<file path="config.mk">
export PLATFORM = sky130hd
export DESIGN_NAME = x_demux_ddr_mpc
export DESIGN_NICKNAME = d
export VERILOG_FILES = /design/src/rtl/x_demux_ddr_mpc.sv
export SDC_FILE = /design/constraint.sdc
export NUM_CORES = 1
export LEC_CHECK = 0
export ABC_CLOCK_PERIOD_IN_PS = 2500
export BUFFER_PORTS_ARGS = -buffer_cell sky130_fd_sc_hd__clkbuf_2
export CORE_MARGIN = 2
export CORE_UTILIZATION = 50
export CTS_CLUSTER_SIZE = 28
export DETAILED_ROUTE_END_ITERATION = 8
export PLACE_DENSITY = 0.82
export SETUP_SLACK_MARGIN = 0.05
export SYNTH_ARGS = -nofsm -noshare
export SYNTH_HDL_FRONTEND = slang
export SYNTH_SLANG_ARGS = --single-unit
</file>
<file path="constraint.sdc">
create_clock -name clock -period 2.5 [get_ports clock]
set_clock_uncertainty 0.2 [all_clocks]
set_input_delay 0.125 -clock clock [delete_from_list [all_inputs] [get_ports clock]]
set_output_delay 0.125 -clock clock [all_outputs]
set_load 0.02 [all_outputs]
</file>
<file path="src/rtl/x_demux_ddr_mpc.sv">
`default_nettype none
// ============================================================================
//  Module   : x_demux_ddr_mpc
//  Purpose  : Demultiplexes a DDR MPC bus captured by an IDDR (rise/fall
//             samples) into ordered 1st/2nd-in-time words. An alignment FSM
//             hunts for the PAT1ST/PAT2ND word pair to pick the half-period
//             phase, confirms it LOCK_COUNT times, then locks.
//  Options  : MPC_RX_ERRCNT_EN - adds err_count, a saturating count of
//             mismatches seen while confirming alignment.
//  Revision : 1.0 - initial release
// ============================================================================
module x_demux_ddr_mpc #(
   parameter int               WIDTH      = 8,
   parameter logic [WIDTH-1:0] PAT1ST     = WIDTH'(8'hA5),
   parameter logic [WIDTH-1:0] PAT2ND     = WIDTH'(8'h5A),
   parameter int               LOCK_COUNT = 4,
   parameter int               TIMEOUT    = 1024
) (
   input  logic             clock,
   input  logic             reset_n,
   input  logic             clock_en,
   input  logic             align_req,
   input  logic [WIDTH-1:0] din_rise,
   input  logic [WIDTH-1:0] din_fall,
   output logic [WIDTH-1:0] dout1st,
   output logic [WIDTH-1:0] dout2nd,
   output logic             dout_valid,
   output logic             locked,
   output logic             phase,
   output logic             align_fail
`ifdef MPC_RX_ERRCNT_EN
   ,
   output logic [7:0]       err_count
`endif
);

   localparam int MW = (LOCK_COUNT < 1) ? 1 : $clog2(LOCK_COUNT + 1);
   localparam int TW = $clog2(TIMEOUT + 1);
   localparam logic [MW-1:0] LOCK_VAL = MW'(LOCK_COUNT);
   localparam logic [TW-1:0] TMO_VAL  = TW'(TIMEOUT);

   typedef enum logic [2:0] {
      S_IDLE    = 3'd0,
      S_SEARCH  = 3'd1,
      S_CONFIRM = 3'd2,
      S_LOCKED  = 3'd3,
      S_FAIL    = 3'd4
   } state_t;

   state_t           state_q, state_d;
   logic [WIDTH-1:0] fall_prev_q, fall_prev_d;
   logic [WIDTH-1:0] dout1st_q, dout1st_d;
   logic [WIDTH-1:0] dout2nd_q, dout2nd_d;
   logic [MW-1:0]    match_q, match_d;
   logic [TW-1:0]    tmo_q, tmo_d;
   logic             phase_q, phase_d;
   logic             locked_q, locked_d;
   logic             align_fail_q, align_fail_d;
`ifdef MPC_RX_ERRCNT_EN
   logic [7:0]       err_q, err_d;
`endif

   // Pattern detectors for both candidate pairings; the shifted pairing takes
   // its 1st-in-time word from the previous cycle's falling-edge sample.
   logic norm_match, shift_match, sel_match;
   assign norm_match  = (din_rise == PAT1ST) && (din_fall == PAT2ND);
   assign shift_match = (fall_prev_q == PAT1ST) && (din_rise == PAT2ND);
   assign sel_match   = phase_q ? shift_match : norm_match;

   // Next-state, counters and data path; everything holds when clock_en is low.
   always_comb begin
      state_d      = state_q;
      fall_prev_d  = fall_prev_q;
      dout1st_d    = dout1st_q;
      dout2nd_d    = dout2nd_q;
      match_d      = match_q;
      tmo_d        = tmo_q;
      phase_d      = phase_q;
      locked_d     = locked_q;
      align_fail_d = align_fail_q;
`ifdef MPC_RX_ERRCNT_EN
      err_d        = err_q;
`endif
      if (clock_en) begin
         fall_prev_d = din_fall;
         // Data path runs in every state; dout_valid alone qualifies it.
         dout1st_d   = phase_q ? fall_prev_q : din_rise;
         dout2nd_d   = phase_q ? din_rise    : din_fall;
         if (align_req) begin
            state_d      = S_SEARCH;
            match_d      = '0;
            tmo_d        = '0;
            locked_d     = 1'b0;
            align_fail_d = 1'b0;
         end else begin
            case (state_q)
               S_SEARCH, S_CONFIRM: begin
                  tmo_d = tmo_q + 1'b1;
                  if (state_q == S_SEARCH) begin
                     // Normal pairing wins if both pairings happen to match.
                     if (norm_match) begin
                        phase_d = 1'b0;
                        match_d = MW'(1);
                        state_d = S_CONFIRM;
                     end else if (shift_match) begin
                        phase_d = 1'b1;
                        match_d = MW'(1);
                        state_d = S_CONFIRM;
                     end
                  end else if (sel_match) begin
                     match_d = match_q + 1'b1;
                  end else begin
                     match_d = '0;
                     state_d = S_SEARCH;
`ifdef MPC_RX_ERRCNT_EN
                     if (err_q != 8'hFF) begin
                        err_d = err_q + 8'd1;
                     end
`endif
                  end
                  // Running out of time beats a lock landing on the same edge.
                  if (tmo_d == TMO_VAL) begin
                     state_d      = S_FAIL;
                     align_fail_d = 1'b1;
                     match_d      = '0;
                  end else if ((state_d == S_CONFIRM) && (match_d == LOCK_VAL)) begin
                     state_d  = S_LOCKED;
                     locked_d = 1'b1;
                  end
               end
               default: begin
               end
            endcase
         end
      end
   end

   // State register with synchronous active-low reset to the blanked idle level.
   always_ff @(posedge clock) begin
      if (!reset_n) begin
         state_q      <= S_IDLE;
         fall_prev_q  <= '1;
         dout1st_q    <= '1;
         dout2nd_q    <= '1;
         match_q      <= '0;
         tmo_q        <= '0;
         phase_q      <= 1'b0;
         locked_q     <= 1'b0;
         align_fail_q <= 1'b0;
`ifdef MPC_RX_ERRCNT_EN
         err_q        <= 8'd0;
`endif
      end else begin
         state_q      <= state_d;
         fall_prev_q  <= fall_prev_d;
         dout1st_q    <= dout1st_d;
         dout2nd_q    <= dout2nd_d;
         match_q      <= match_d;
         tmo_q        <= tmo_d;
         phase_q      <= phase_d;
         locked_q     <= locked_d;
         align_fail_q <= align_fail_d;
`ifdef MPC_RX_ERRCNT_EN
         err_q        <= err_d;
`endif
      end
   end

   assign dout1st    = dout1st_q;
   assign dout2nd    = dout2nd_q;
   assign dout_valid = (state_q == S_LOCKED) && clock_en;
   assign locked     = locked_q;
   assign phase      = phase_q;
   assign align_fail = align_fail_q;
`ifdef MPC_RX_ERRCNT_EN
   assign err_count  = err_q;
`endif

endmodule
`default_nettype wire

</file>
==> metrics.txt, run 1 <==
# TYPE chip_impl_metric gauge
chip_impl_info{name="crit_path_start",value="tmo_q[0]$_SDFFE_PN0P_"} 1
chip_impl_metric{name="synth.ff_latch_count",unit=""} 44
chip_impl_metric{name="place.gp.congestion",unit=""} 0.8891
chip_impl_info{name="grt_setup_unrepaired",value="false"} 1
chip_impl_metric{name="globalRouteOverflowTotal",unit=""} 0
chip_impl_info{name="worst_r2r_startpoint",value="tmo_q[0]$_SDFFE_PN0P_"} 1
chip_impl_info{name="hold_start",value="din_fall[3]"} 1
chip_impl_info{name="synth_most_common_cell",value="sky130_fd_sc_hd__nand2_1"} 1
chip_impl_metric{name="cpPeakStageDelay",unit="ps"} 420
chip_impl_metric{name="power.static_leakage",unit="nW"} 1.197
chip_impl_metric{name="slew-limit-headroom",unit=""} 0.4906
chip_impl_metric{name="post_dp_cell_area",unit="sq um"} 2571
chip_impl_metric{name="i_o_buffers",unit=""} 39
chip_impl_metric{name="hpwlAfterDp",unit="um"} 3738
chip_impl_metric{name="worstSkewPairLatency",unit="ps"} 310
chip_impl_metric{name="clkSlewWorstSetupHoldPaths",unit="ps"} 90
chip_impl_metric{name="route.met3.wl",unit="um"} 326
chip_impl_metric{name="timing.critical_path.fanout_max",unit=""} 5
chip_impl_metric{name="critical_path.n_buffers_inverters",unit=""} 1
chip_impl_metric{name="cts.htree.levels",unit=""} 2
chip_impl_metric{name="layout-drive-gt1-share",unit=""} 0.2216
chip_impl_info{name="run_status",value="complete, but fails checks"} 1
chip_impl_metric{name="number_of_max_slew_violations_in_the_final_report",unit=""} 0
chip_impl_metric{name="mappedNetlistArea",unit="sq um"} 2320
chip_impl_info{name="critical_path.cell_chain",value="ha_2 > and3_4 > and2_1 > or4_4 > a221oi_2 > buf_4 > nor2_1 > a22oi_1 > nor2b_1"} 1
chip_impl_metric{name="ys_warn_count",unit=""} 0
chip_impl_metric{name="drt-pass1-iter-count",unit=""} 4
chip_impl_metric{name="final_min_period_over_clock_period",unit=""} 0.9406
chip_impl_metric{name="async_flop_share",unit=""} 0
chip_impl_metric{name="die_extent_in_y",unit="um"} 72.12
chip_impl_info{name="netlist_top_cells_area",value="sky130_fd_sc_hd__dfxtp_1, sky130_fd_sc_hd__mux2i_1, sky130_fd_sc_hd__nand2_1, sky130_fd_sc_hd__o21ai_0, sky130_fd_sc_hd__and2_1"} 1
chip_impl_metric{name="layout-area-overhead-vs-synth",unit="%"} 24.54
chip_impl_metric{name="first_global_vias",unit=""} 2060
chip_impl_info{name="synthFlopType",value="sky130_fd_sc_hd__dfxtp_1"} 1
chip_impl_info{name="root_buffer",value="sky130_fd_sc_hd__clkbuf_8"} 1
chip_impl_metric{name="post_synth_inst_count",unit=""} 279
chip_impl_metric{name="seq_area",unit="sq um"} 888.4
chip_impl_metric{name="number_of_nets_still_failing_antenna_checks_after_routing",unit=""} 0
chip_impl_info{name="synth.top_cells.by_count",value="sky130_fd_sc_hd__nand2_1, sky130_fd_sc_hd__dfxtp_1, sky130_fd_sc_hd__o21ai_0, sky130_fd_sc_hd__mux2i_1, sky130_fd_sc_hd__and2_1"} 1
chip_impl_metric{name="crit_arrival",unit="ps"} 2350
chip_impl_metric{name="starting_density_of_the_core",unit=""} 0.5255
chip_impl_info{name="top_layer",value="met4"} 1
chip_impl_metric{name="drt-total-wl",unit="um"} 5836
chip_impl_metric{name="dieArea",unit="sq um"} 5201
chip_impl_info{name="synth_top_area_cell",value="sky130_fd_sc_hd__dfxtp_1"} 1
chip_impl_metric{name="nNetsFinal",unit=""} 355
chip_impl_metric{name="avgRoutedWirePerCell",unit="um"} 15.12
chip_impl_metric{name="grt_start_max_net_pins",unit=""} 44
chip_impl_metric{name="clk_path_buf_depth",unit=""} 2
chip_impl_info{name="crit_path_top_delay_cell",value="sky130_fd_sc_hd__or4_4"} 1
chip_impl_metric{name="num_antenna_cells",unit=""} 0
chip_impl_metric{name="cellPowerDensity",unit="nW/um^2"} 523.2
chip_impl_metric{name="fin_ws",unit="ps"} 148.5
chip_impl_metric{name="die_width",unit="um"} 72.12
chip_impl_metric{name="multi_input_area",unit="sq um"} 1395
chip_impl_metric{name="detail_route.iter0.violations",unit=""} 182
chip_impl_metric{name="routedLengthMet1",unit="um"} 2475
chip_impl_metric{name="synthDistinctLibCells",unit=""} 49
chip_impl_metric{name="antenna_violations_before_repair",unit=""} 0
chip_impl_metric{name="mean_syn_cell_area",unit="sq um"} 8.314
chip_impl_info{name="hold_path.class",value="in -> reg"} 1
chip_impl_metric{name="rows",unit=""} 24
chip_impl_metric{name="grt_pass1_wl",unit="um"} 9666
chip_impl_metric{name="postSynthNetCount",unit=""} 301
chip_impl_metric{name="grt_usage",unit=""} 0.2374
chip_impl_metric{name="clock.fmax",unit="MHz"} 425.3
chip_impl_metric{name="clkSinkCount",unit=""} 44
chip_impl_metric{name="routed_via_count_divided_by_cell_count",unit=""} 5.793
chip_impl_metric{name="coreArea",unit="sq um"} 4414
chip_impl_info{name="criticalPathCategory",value="reg -> reg"} 1
chip_impl_metric{name="vdd_ir_drop_max",unit="uV"} 383.8
chip_impl_metric{name="synth_sequential_area_ratio",unit=""} 0.3797
chip_impl_metric{name="finalWorstPathRequiredPeriod",unit="ps"} 2352
chip_impl_info{name="critical_path.startpoint_type",value="flip-flop"} 1
chip_impl_metric{name="final.fill_count",unit=""} 368
chip_impl_metric{name="num_vias",unit=""} 2236
chip_impl_info{name="end_kind",value="flip-flop"} 1
chip_impl_metric{name="finalSetupViolations",unit=""} 0
chip_impl_metric{name="dp_worst_setup_slack",unit="ps"} 82.18
chip_impl_metric{name="post-route-util",unit=""} 0.6545
chip_impl_metric{name="final-hold-violation-count",unit=""} 1
chip_impl_metric{name="cap_viol_max_count",unit=""} 0
chip_impl_metric{name="timing.setup.tns",unit="ps"} 0
chip_impl_metric{name="yosys.area.top_type_share",unit=""} 0.3797
chip_impl_metric{name="fin_worst_hold_slack",unit="ps"} -12.86
chip_impl_info{name="violations",value="negative hold slack"} 1
chip_impl_metric{name="number_of_top_level_pins",unit=""} 40
chip_impl_metric{name="cts_made_buffers",unit=""} 5
chip_impl_metric{name="worstMarginPinSlew",unit="ps"} 764.1
chip_impl_metric{name="drc_errors",unit=""} 0
chip_impl_metric{name="met2WireLength",unit="um"} 2890
chip_impl_info{name="critical-path-top-delay-family",value="simple AND/OR/NAND/NOR gates"} 1
chip_impl_metric{name="synth-edff-count",unit=""} 0
chip_impl_metric{name="worst-endpoint-required",unit="ps"} 2500
chip_impl_info{name="cts_tree",value="yes"} 1
chip_impl_metric{name="finish.instance_area",unit="sq um"} 2889
-- flip-flops by register name, summed over array words and instances (netlist names) --
name and flops:
align_fail 1, dout1st 8, dout2nd 8, fall_prev_q 8, locked 1, match_q 3
phase 1, state_q 3, tmo_q 11
-- repair_timing --
item / 4_1_cts / 5_1_grt
gates resized for setup: 0 / 13
setup endpoints to repair: 0 / 6
hold buffers: 12 / 0
setup buffers: 0 / 5
hold endpoints to repair: 14 / 0
-- metal layers --
| metal | track usage | up-vias |
|---|---|---|
| met5 | 0 | - |
| met4 | 0.1006 | 0 |
| met3 | 0.05694 | 13 |
| met2 | 0.3935 | 64 |
| met1 | 0.2944 | 1051 |
| li1 | - | 1108 |
-- cell usage in the layout, fill, tap and decap left out, types with 4 or more instances in the layout --
master / instances
sky130_fd_sc_hd__a21boi_1: 4
sky130_fd_sc_hd__a21oi_1: 6
sky130_fd_sc_hd__and2_1: 14
sky130_fd_sc_hd__buf_4: 13
sky130_fd_sc_hd__clkbuf_2: 38
sky130_fd_sc_hd__clkbuf_8: 5
sky130_fd_sc_hd__dfxtp_1: 42
sky130_fd_sc_hd__dlygate4sd3_1: 11
sky130_fd_sc_hd__mux2i_1: 24
sky130_fd_sc_hd__nand2_1: 55
sky130_fd_sc_hd__nand3_1: 6
sky130_fd_sc_hd__nand4b_1: 4
sky130_fd_sc_hd__nor2_1: 11
sky130_fd_sc_hd__nor2b_1: 4
sky130_fd_sc_hd__o21ai_0: 28
sky130_fd_sc_hd__o21ai_1: 9
-- tightest hold or removal path, cell delays in order --
cell and delay (ps):
sky130_fd_sc_hd__dlymetal6s4s_1 200, sky130_fd_sc_hd__mux2i_1 90, sky130_fd_sc_hd__nand2_1 60
-- stage by stage --
step / std cells / total power (W) / hold WS (ps)
2_1_floorplan: 279 / 0.0008570 / 53.95
3_3_place_gp: 362 / 0.0009115 / 172.7
3_5_place_dp: 362 / 0.0009158 / 177.4
4_1_cts: 382 / 0.001519 / 0.01538
5_1_grt: 386 / 0.001568 / 18.26
6_report: 386 / 0.001511 / -12.86
-- logic make-up (layout without fill, tap and decap cells) --
family | Yosys count | count (layout) | synth area share
compound gates | 66 | 66 | 0.1726
xor+xnor | 2 | 2 | 0.007553
fa+ha+maj | 2 | 2 | 0.01079
buf+inv | 19 | 74 | 0.03452
flops | 44 | 44 | 0.3797
mux | 26 | 26 | 0.1149
simple gates | 120 | 120 | 0.2799
-- power by group --
part / switching [W] / internal (W)
clock network: 0.000284 / 0.000308
logic: 0.000107 / 0.0000726
registers: 0.0000165 / 0.000723
total: 0.000408 / 0.00110
-- area by class of cell --
class	instances	area share
well taps	52	0.02252
clock buffers	5	0.02382
multi-input cells	216	0.4829
inverters	3	0.003898
flip-flops and latches	44	0.3075
repair buffers	63	0.1421
clock inverters	3	0.01732
-- worst paths after layout --
check        slack [ps]  depth (start not counted)                          end
max reg2reg         150                          9      match_q[1]$_SDFFE_PN0P_
max                 150                          9      match_q[1]$_SDFFE_PN0P_
min reg2reg         250                          2          locked$_SDFFE_PN0P_
min                 -10                          3  fall_prev_q[3]$_SDFFE_PN1P_
(Power assumes the default switching activity.)
==> inputs of run 2 (changes only) <==
--- a/config.mk
+++ b/config.mk
@@ -5,6 +5,7 @@
 export SDC_FILE = /design/constraint.sdc
 export NUM_CORES = 1
 export LEC_CHECK = 0
+export ABC_AREA = 1
 export ABC_CLOCK_PERIOD_IN_PS = 2500
 export BUFFER_PORTS_ARGS = -buffer_cell sky130_fd_sc_hd__clkbuf_2
 export CORE_MARGIN = 2
==> metrics.txt, run 2 <==
# TYPE chip_impl_metric gauge
chip_impl_metric{name="post_cts_hold_fix_bufs",unit=""} 21
chip_impl_metric{name="cts_made_buffers",unit=""} 5
chip_impl_metric{name="fin_worst_hold_slack",unit="ps"} 26.13
chip_impl_metric{name="clkSinkCount",unit=""} 44
chip_impl_metric{name="post_cts_resize_count",unit=""} 0
chip_impl_metric{name="finalWorstPathRequiredPeriod",unit="ps"} 2183
chip_impl_metric{name="grt_start_max_net_pins",unit=""} 27
chip_impl_info{name="synth_top_area_cell",value="sky130_fd_sc_hd__dfxtp_1"} 1
chip_impl_metric{name="routed_via_count_divided_by_cell_count",unit=""} 5.371
chip_impl_metric{name="mean_syn_cell_area",unit="sq um"} 6.499
chip_impl_metric{name="coreArea",unit="sq um"} 4661
chip_impl_metric{name="drc_errors",unit=""} 0
chip_impl_metric{name="cts.htree.levels",unit=""} 2
chip_impl_metric{name="place.gp.congestion",unit=""} 0.8586
chip_impl_metric{name="cpPeakStageDelay",unit="ps"} 510
chip_impl_metric{name="synthDistinctLibCells",unit=""} 27
chip_impl_metric{name="layout-drive-gt1-share",unit=""} 0.1655
chip_impl_info{name="netlist_top_cells_area",value="sky130_fd_sc_hd__dfxtp_1, sky130_fd_sc_hd__nand2_1, sky130_fd_sc_hd__o21ai_0, sky130_fd_sc_hd__a21oi_1, sky130_fd_sc_hd__nor2_1"} 1
chip_impl_metric{name="starting_density_of_the_core",unit=""} 0.5103
chip_impl_info{name="synth_most_common_cell",value="sky130_fd_sc_hd__nand2_1"} 1
chip_impl_metric{name="finalSetupViolations",unit=""} 0
chip_impl_metric{name="dieArea",unit="sq um"} 5325
chip_impl_metric{name="drt-total-wl",unit="um"} 6303
chip_impl_metric{name="ff2ff_setup_slack",unit="ps"} 320
chip_impl_info{name="timing.hold.worst_endpoint",value="fall_prev_q[6]$_SDFFE_PN1P_"} 1
chip_impl_info{name="end_kind",value="flip-flop"} 1
chip_impl_metric{name="ys_warn_count",unit=""} 0
chip_impl_metric{name="post_synth_inst_count",unit=""} 366
chip_impl_metric{name="drt-pass1-iter-count",unit=""} 4
chip_impl_metric{name="synth_sequential_area_ratio",unit=""} 0.3703
chip_impl_info{name="root_buffer",value="sky130_fd_sc_hd__clkbuf_8"} 1
chip_impl_info{name="critical_path.cell_chain",value="ha_1 > nand3_2 > nor2_4 > nand2_1 > nand2_1 > nand2_1 > nor2_2 > nand2_1 > nor2_4 > nor2_2 > nand3_2 > a21oi_1"} 1
chip_impl_metric{name="postSynthNetCount",unit=""} 388
chip_impl_metric{name="final_min_period_over_clock_period",unit=""} 0.8731
chip_impl_metric{name="avgRoutedWirePerCell",unit="um"} 13.21
chip_impl_info{name="capture_point_of_the_worst_reg_to_reg_path",value="state_q[0]$_SDFFE_PN0P_"} 1
chip_impl_metric{name="worst-endpoint-required",unit="ps"} 2450
chip_impl_metric{name="place_inst",unit=""} 449
chip_impl_metric{name="clk_path_buf_depth",unit=""} 2
chip_impl_metric{name="async_flop_share",unit=""} 0
chip_impl_metric{name="timing.setup.tns",unit="ps"} 0
chip_impl_metric{name="final-hold-violation-count",unit=""} 0
chip_impl_info{name="critical_path.startpoint_type",value="flip-flop"} 1
chip_impl_metric{name="num_vias",unit=""} 2562
chip_impl_info{name="synth.top_cells.by_count",value="sky130_fd_sc_hd__nand2_1, sky130_fd_sc_hd__dfxtp_1, sky130_fd_sc_hd__nor2_1, sky130_fd_sc_hd__o21ai_0, sky130_fd_sc_hd__a21oi_1"} 1
chip_impl_info{name="crit_path_top_delay_cell",value="sky130_fd_sc_hd__dfxtp_1"} 1
chip_impl_metric{name="layout-area-overhead-vs-synth",unit="%"} 22.62
chip_impl_metric{name="postCtsSetupRepairBufs",unit=""} 0
chip_impl_metric{name="clkSlewWorstSetupHoldPaths",unit="ps"} 90
chip_impl_metric{name="critical_path.n_buffers_inverters",unit=""} 0
chip_impl_info{name="largest_register",value="tmo_q"} 1
chip_impl_metric{name="number_of_max_slew_violations_in_the_final_report",unit=""} 0
chip_impl_metric{name="cellPowerDensity",unit="nW/um^2"} 478.2
chip_impl_info{name="worst_r2r_startpoint",value="tmo_q[0]$_SDFFE_PN0P_"} 1
chip_impl_metric{name="worstMarginPinSlew",unit="ps"} 580.2
chip_impl_metric{name="nNetsFinal",unit=""} 445
chip_impl_metric{name="cap_viol_max_count",unit=""} 0
chip_impl_info{name="criticalPathCategory",value="reg -> reg"} 1
chip_impl_metric{name="i_o_buffers",unit=""} 39
chip_impl_metric{name="timing.critical_path.fanout_max",unit=""} 9
chip_impl_metric{name="number_of_nets_still_failing_antenna_checks_after_routing",unit=""} 0
chip_impl_info{name="hold_start",value="reset_n"} 1
chip_impl_metric{name="hpwlAfterDp",unit="um"} 4195
chip_impl_metric{name="flip_flop_count_of_the_largest_register_after_layout",unit=""} 11
chip_impl_metric{name="synth.ff_latch_count",unit=""} 44
chip_impl_metric{name="clock.fmax",unit="MHz"} 458.2
chip_impl_info{name="grt_setup_unrepaired",value="false"} 1
chip_impl_metric{name="detail_route.iter0.violations",unit=""} 204
chip_impl_metric{name="crit_arrival",unit="ps"} 2140
chip_impl_info{name="cts_tree",value="yes"} 1
chip_impl_metric{name="synth-edff-count",unit=""} 0
chip_impl_metric{name="power.static_leakage",unit="nW"} 1.246
chip_impl_metric{name="number_of_top_level_pins",unit=""} 40
chip_impl_info{name="crit_path_frequent_cell",value="sky130_fd_sc_hd__nand2_1"} 1
chip_impl_info{name="hold_path.class",value="in -> reg"} 1
chip_impl_metric{name="stdcell_count",unit=""} 477
chip_impl_metric{name="slew-limit-headroom",unit=""} 0.6128
chip_impl_metric{name="final.fill_count",unit=""} 424
chip_impl_metric{name="worstHoldPathCells",unit=""} 2
chip_impl_info{name="run_status",value="completed"} 1
chip_impl_metric{name="die_width",unit="um"} 72.97
chip_impl_info{name="layout_common_cells",value="sky130_fd_sc_hd__nand2_1, sky130_fd_sc_hd__nor2_1, sky130_fd_sc_hd__dfxtp_1"} 1
chip_impl_metric{name="antenna_violations_before_repair",unit=""} 0
chip_impl_metric{name="grt_usage",unit=""} 0.2589
chip_impl_metric{name="first_global_vias",unit=""} 2441
chip_impl_metric{name="yosys.area.top_type_share",unit=""} 0.3703
chip_impl_metric{name="num_antenna_cells",unit=""} 0
chip_impl_info{name="synthFlopType",value="sky130_fd_sc_hd__dfxtp_1"} 1
chip_impl_metric{name="grt_pass1_wl",unit="um"} 10760
chip_impl_metric{name="die_extent_in_y",unit="um"} 72.97
chip_impl_metric{name="rows",unit=""} 25
chip_impl_info{name="layout_commonest_cell",value="sky130_fd_sc_hd__nand2_1"} 1
chip_impl_metric{name="globalRouteOverflowTotal",unit=""} 0
chip_impl_info{name="critical-path-top-delay-family",value="simple AND/OR/NAND/NOR gates"} 1
chip_impl_metric{name="worstSkewPairLatency",unit="ps"} 300
chip_impl_metric{name="mappedNetlistArea",unit="sq um"} 2379
chip_impl_metric{name="vdd_ir_drop_max",unit="uV"} 326.8
chip_impl_metric{name="worst-r2r-cell-count",unit=""} 12
==> run 2: changes by cell type in the layout (fill, tap and decap cells not counted), sizes merged, moves of 10 or more <==
cell / change
inv: +25
mux2i: -24
a21oi: +29
and2: -14
dlygate4sd3: +10
nand3: +18
nand2: +46
nor2: +42
==> run 2: kinds of logic after synthesis <==
| kind of cell | after synthesis | synth area share |
|---|---|---|
| flops | 44 | 0.3703 |
| compound gates | 80 | 0.1741 |
| fa+ha+maj | 2 | 0.01052 |
| xor+xnor | 2 | 0.007366 |
| simple gates | 191 | 0.3577 |
| buf+inv | 47 | 0.07996 |
==> run 2: cell type report <==
cell class,count,area (sq um),area share
clock inverters,2,12.51,0.004290
flip-flops and latches,44,880.8,0.3020
well taps,54,67.56,0.02317
repair buffers,66,462.9,0.1587
clock buffers,5,68.82,0.02360
multi-input cells,275,1308,0.4483
inverters,31,116.4,0.03990
==> run 2: worst max-delay path by stage <==
| stage | from | to | slack (ps) | depth (start not counted) |
|---|---|---|---|---|
| 6_report | tmo_q[0]$_SDFFE_PN0P_ | state_q[0]$_SDFFE_PN0P_ | 320 | 12 |
| 5_1_grt | tmo_q[0]$_SDFFE_PN0P_ | state_q[0]$_SDFFE_PN0P_ | 160 | 10 |
| 4_1_cts | tmo_q[0]$_SDFFE_PN0P_ | state_q[0]$_SDFFE_PN0P_ | 320 | 12 |
| 3_5_place_dp | tmo_q[0]$_SDFFE_PN0P_ | state_q[0]$_SDFFE_PN0P_ | 340 | 12 |
| 3_3_place_gp | tmo_q[0]$_SDFFE_PN0P_ | state_q[0]$_SDFFE_PN0P_ | 470 | 12 |
| 2_1_floorplan | tmo_q[1]$_SDFFE_PN0P_ | state_q[0]$_SDFFE_PN0P_ | 660 | 12 |
==> run 2: report_power, final <==
part | internal (W) | total, W | leakage [nW] | switching (W)
combinational | 0.0000835 | 0.000210 | 0.844 | 0.000126
sequential | 0.000731 | 0.000752 | 0.362 | 0.0000206
clock | 0.000189 | 0.000433 | 0.0400 | 0.000244
==> run 2: stage by stage <==
step	setup slack (ps)	cell area (sq um)	total power (W)	util
final	317.3	2917	0.001395	0.6258
after global routing	163.1	2917	0.001461	0.6258
after CTS	324.5	2917	0.001405	0.6258
after detailed placement	343.4	2625	0.0009448	0.5632
after global placement	471.1	2625	0.0009411	0.5632
after floorplan	664.7	2379	0.0008753	-
==> run 2: layer usage <==
metal / wire length [um] / vias up / track usage
met5: 0 / - / 0
met4: 226 / 0 / 0.1440
met3: 288 / 24 / 0.05110
met2: 3195 / 84 / 0.4495
met1: 2592 / 1152 / 0.2961
li1: - / 1302 / -
==> inputs of run 3 (changes only) <==
--- a/config.mk
+++ b/config.mk
@@ -7,11 +7,11 @@
 export LEC_CHECK = 0
 export ABC_AREA = 1
 export ABC_CLOCK_PERIOD_IN_PS = 2500
-export BUFFER_PORTS_ARGS = -buffer_cell sky130_fd_sc_hd__clkbuf_2
 export CORE_MARGIN = 2
-export CORE_UTILIZATION = 50
+export CORE_UTILIZATION = 57
 export CTS_CLUSTER_SIZE = 28
 export DETAILED_ROUTE_END_ITERATION = 8
+export DONT_BUFFER_PORTS = 1
 export PLACE_DENSITY = 0.82
 export SETUP_SLACK_MARGIN = 0.05
 export SYNTH_ARGS = -nofsm -noshare
==> metrics.txt, run 3 (synthesis results as in run 2) <==
# TYPE chip_impl_metric gauge
chip_impl_metric{name="worst-endpoint-required",unit="ps"} 2490
chip_impl_metric{name="cpPeakStageDelay",unit="ps"} 500
chip_impl_metric{name="layout-drive-gt1-share",unit=""} 0.07513
chip_impl_info{name="criticalPathCategory",value="reg -> reg"} 1
chip_impl_info{name="critical_path.cell_chain",value="ha_1 > nand3_2 > nor2_4 > nand2_1 > nand2_1 > nand2_1 > nor2_2 > nand2_1 > nor2_4 > nor2_2 > nand3_2 > a21oi_1"} 1
chip_impl_metric{name="layout-area-overhead-vs-synth",unit="%"} 15.78
chip_impl_info{name="critical-path-top-delay-family",value="simple AND/OR/NAND/NOR gates"} 1
chip_impl_metric{name="number_of_top_level_pins",unit=""} 40
chip_impl_metric{name="cellPowerDensity",unit="nW/um^2"} 524.0
chip_impl_info{name="end_kind",value="flip-flop"} 1
chip_impl_metric{name="final-hold-violation-count",unit=""} 0
chip_impl_metric{name="worst-r2r-cell-count",unit=""} 12
chip_impl_info{name="layout_common_cells",value="sky130_fd_sc_hd__nand2_1, sky130_fd_sc_hd__nor2_1, sky130_fd_sc_hd__dfxtp_1"} 1
chip_impl_metric{name="final_min_period_over_clock_period",unit=""} 0.8610
chip_impl_metric{name="nNetsFinal",unit=""} 409
chip_impl_metric{name="place.gp.congestion",unit=""} 0.8641
chip_impl_info{name="crit_path_top_delay_cell",value="sky130_fd_sc_hd__dfxtp_1"} 1
chip_impl_metric{name="detail_route.iter0.violations",unit=""} 172
chip_impl_metric{name="first_global_vias",unit=""} 2264
chip_impl_metric{name="coreArea",unit="sq um"} 4000
chip_impl_info{name="layout_commonest_cell",value="sky130_fd_sc_hd__nand2_1"} 1
chip_impl_metric{name="finalSetupViolations",unit=""} 0
chip_impl_metric{name="die_width",unit="um"} 68.60
chip_impl_metric{name="routed_via_count_divided_by_cell_count",unit=""} 5.711
chip_impl_metric{name="worstMarginPinSlew",unit="ps"} 764.3
chip_impl_metric{name="cts_made_buffers",unit=""} 5
chip_impl_metric{name="timing.setup.tns",unit="ps"} 0
chip_impl_metric{name="drc_errors",unit=""} 0
chip_impl_metric{name="antenna_violations_before_repair",unit=""} 0
chip_impl_info{name="root_buffer",value="sky130_fd_sc_hd__clkbuf_8"} 1
chip_impl_metric{name="globalRouteOverflowTotal",unit=""} 0
chip_impl_metric{name="post-route-util",unit=""} 0.6885
chip_impl_metric{name="num_antenna_cells",unit=""} 0
chip_impl_metric{name="number_of_nets_still_failing_antenna_checks_after_routing",unit=""} 0
chip_impl_metric{name="clkSlewWorstSetupHoldPaths",unit="ps"} 90
chip_impl_info{name="hold_path.class",value="in -> reg"} 1
chip_impl_info{name="run_status",value="completed"} 1
chip_impl_metric{name="num_vias",unit=""} 2490
chip_impl_metric{name="grt_usage",unit=""} 0.2879
chip_impl_metric{name="postCtsSetupRepairBufs",unit=""} 0
chip_impl_metric{name="multi_input_area",unit="sq um"} 1308
chip_impl_metric{name="die_extent_in_y",unit="um"} 68.60
chip_impl_metric{name="i_o_buffers",unit=""} 0
chip_impl_metric{name="critical_path.n_buffers_inverters",unit=""} 0
chip_impl_metric{name="avgRoutedWirePerCell",unit="um"} 14.23
chip_impl_metric{name="clkSinkCount",unit=""} 44
chip_impl_metric{name="cap_viol_max_count",unit=""} 0
chip_impl_metric{name="rows",unit=""} 23
chip_impl_metric{name="grt_start_max_net_pins",unit=""} 26
chip_impl_metric{name="drt-pass1-iter-count",unit=""} 5
chip_impl_info{name="cts_tree",value="yes"} 1
chip_impl_metric{name="clock.fmax",unit="MHz"} 464.6
chip_impl_metric{name="power.static_leakage",unit="nW"} 1.101
chip_impl_info{name="grt_setup_unrepaired",value="false"} 1
chip_impl_metric{name="crit_arrival",unit="ps"} 2140
chip_impl_metric{name="vdd_ir_drop_max",unit="uV"} 386.5
chip_impl_metric{name="hpwlAfterDp",unit="um"} 3900
chip_impl_metric{name="starting_density_of_the_core",unit=""} 0.5946
chip_impl_metric{name="cts.htree.levels",unit=""} 2
chip_impl_metric{name="finalWorstPathRequiredPeriod",unit="ps"} 2153
chip_impl_metric{name="number_of_max_slew_violations_in_the_final_report",unit=""} 0
chip_impl_metric{name="slew-limit-headroom",unit=""} 0.4888
chip_impl_metric{name="seq_area",unit="sq um"} 880.8
chip_impl_metric{name="dieArea",unit="sq um"} 4705
chip_impl_metric{name="clk_path_buf_depth",unit=""} 2
chip_impl_metric{name="fin_worst_hold_slack",unit="ps"} 59.49
chip_impl_metric{name="grt_pass1_wl",unit="um"} 10140
chip_impl_info{name="crit_path_frequent_cell",value="sky130_fd_sc_hd__nand2_1"} 1
chip_impl_info{name="largest_register",value="tmo_q"} 1
chip_impl_metric{name="flip_flop_count_of_the_largest_register_after_layout",unit=""} 11
chip_impl_metric{name="drt-total-wl",unit="um"} 6204
chip_impl_metric{name="critical_path_depth_in_cells",unit=""} 12
chip_impl_metric{name="worstSkewPairLatency",unit="ps"} 300
chip_impl_info{name="critical_path.startpoint_type",value="flip-flop"} 1
chip_impl_metric{name="final.fill_count",unit=""} 341
chip_impl_metric{name="timing.critical_path.fanout_max",unit=""} 9
chip_impl_metric{name="worstHoldPathCells",unit=""} 5
run 3: changes by cell type in the layout (fill, tap and decap cells not counted), sizes merged:
cell,delta
clkinv,-1
buf,-1
bufinv,+1
dlygate4sd3,+4
clkinvlp,-1
clkbuf,-39
run 3: path summary, 6_finish.rpt:
check | slack, ps | end | startpoint
worst min register to register | 290 | tmo_q[10]$_SDFFE_PN0P_ | tmo_q[10]$_SDFFE_PN0P_
worst max-delay path | 350 | state_q[0]$_SDFFE_PN0P_ | tmo_q[0]$_SDFFE_PN0P_
worst min-delay path | 60 | phase$_SDFFE_PN0P_ | din_fall[0]
worst max register to register | 350 | state_q[0]$_SDFFE_PN0P_ | tmo_q[0]$_SDFFE_PN0P_
run 3: layout make-up:
cell class / count / area share
well taps: 50 / 0.02272
multi-input cells: 275 / 0.4748
flip-flops and latches: 44 / 0.3199
inverters: 31 / 0.04225
clock buffers: 5 / 0.02499
clock inverters: 1 / 0.01090
repair buffers: 30 / 0.1045
run 3: repair_timing:
| action | CTS | global route |
|---|---|---|
| resized for setup | 0 | 0 |
| endpoints found under the hold margin | 30 | 0 |
| hold buffers | 25 | 0 |
run 3: worst register-to-register path: cells and delay by family, from the launching register on:
family          cells  cell delay [ps]
fa+ha+maj           1              270
flops               1              500
compound gates      1               70
simple gates       10             1000
run 3: stage by stage:
stage / power (W) / instances / worst slack [ps] / area [sq um]
floorplan: 0.0008753 / 366 / 664.7 / 2379
global route: 0.001501 / 436 / 160.9 / 2754
global placement: 0.0008906 / 405 / 479.8 / 2405
detailed placement: 0.0008935 / 405 / 387.9 / 2405
finish: 0.001443 / 436 / 347.4 / 2754
CTS: 0.001448 / 436 / 373.3 / 2754
run 3: where the power goes:
part | internal [W] | leakage (nW) | total (W) | switching (W)
Sequential | 0.000731 | 0.362 | 0.000778 | 0.0000462
Combinational | 0.0000619 | 0.690 | 0.000147 | 0.0000850
Clock | 0.000287 | 0.0501 | 0.000518 | 0.000232
run 3: layer usage:
layer / global-route usage / share of wire / vias to the layer above
met3: 0.06981 / 0.080 / 27
met4: 0.1200 / 0.029 / 0
li1: - / - / 1230
met5: 0 / 0 / -
met2: 0.4856 / 0.49 / 111
met1: 0.3489 / 0.40 / 1122
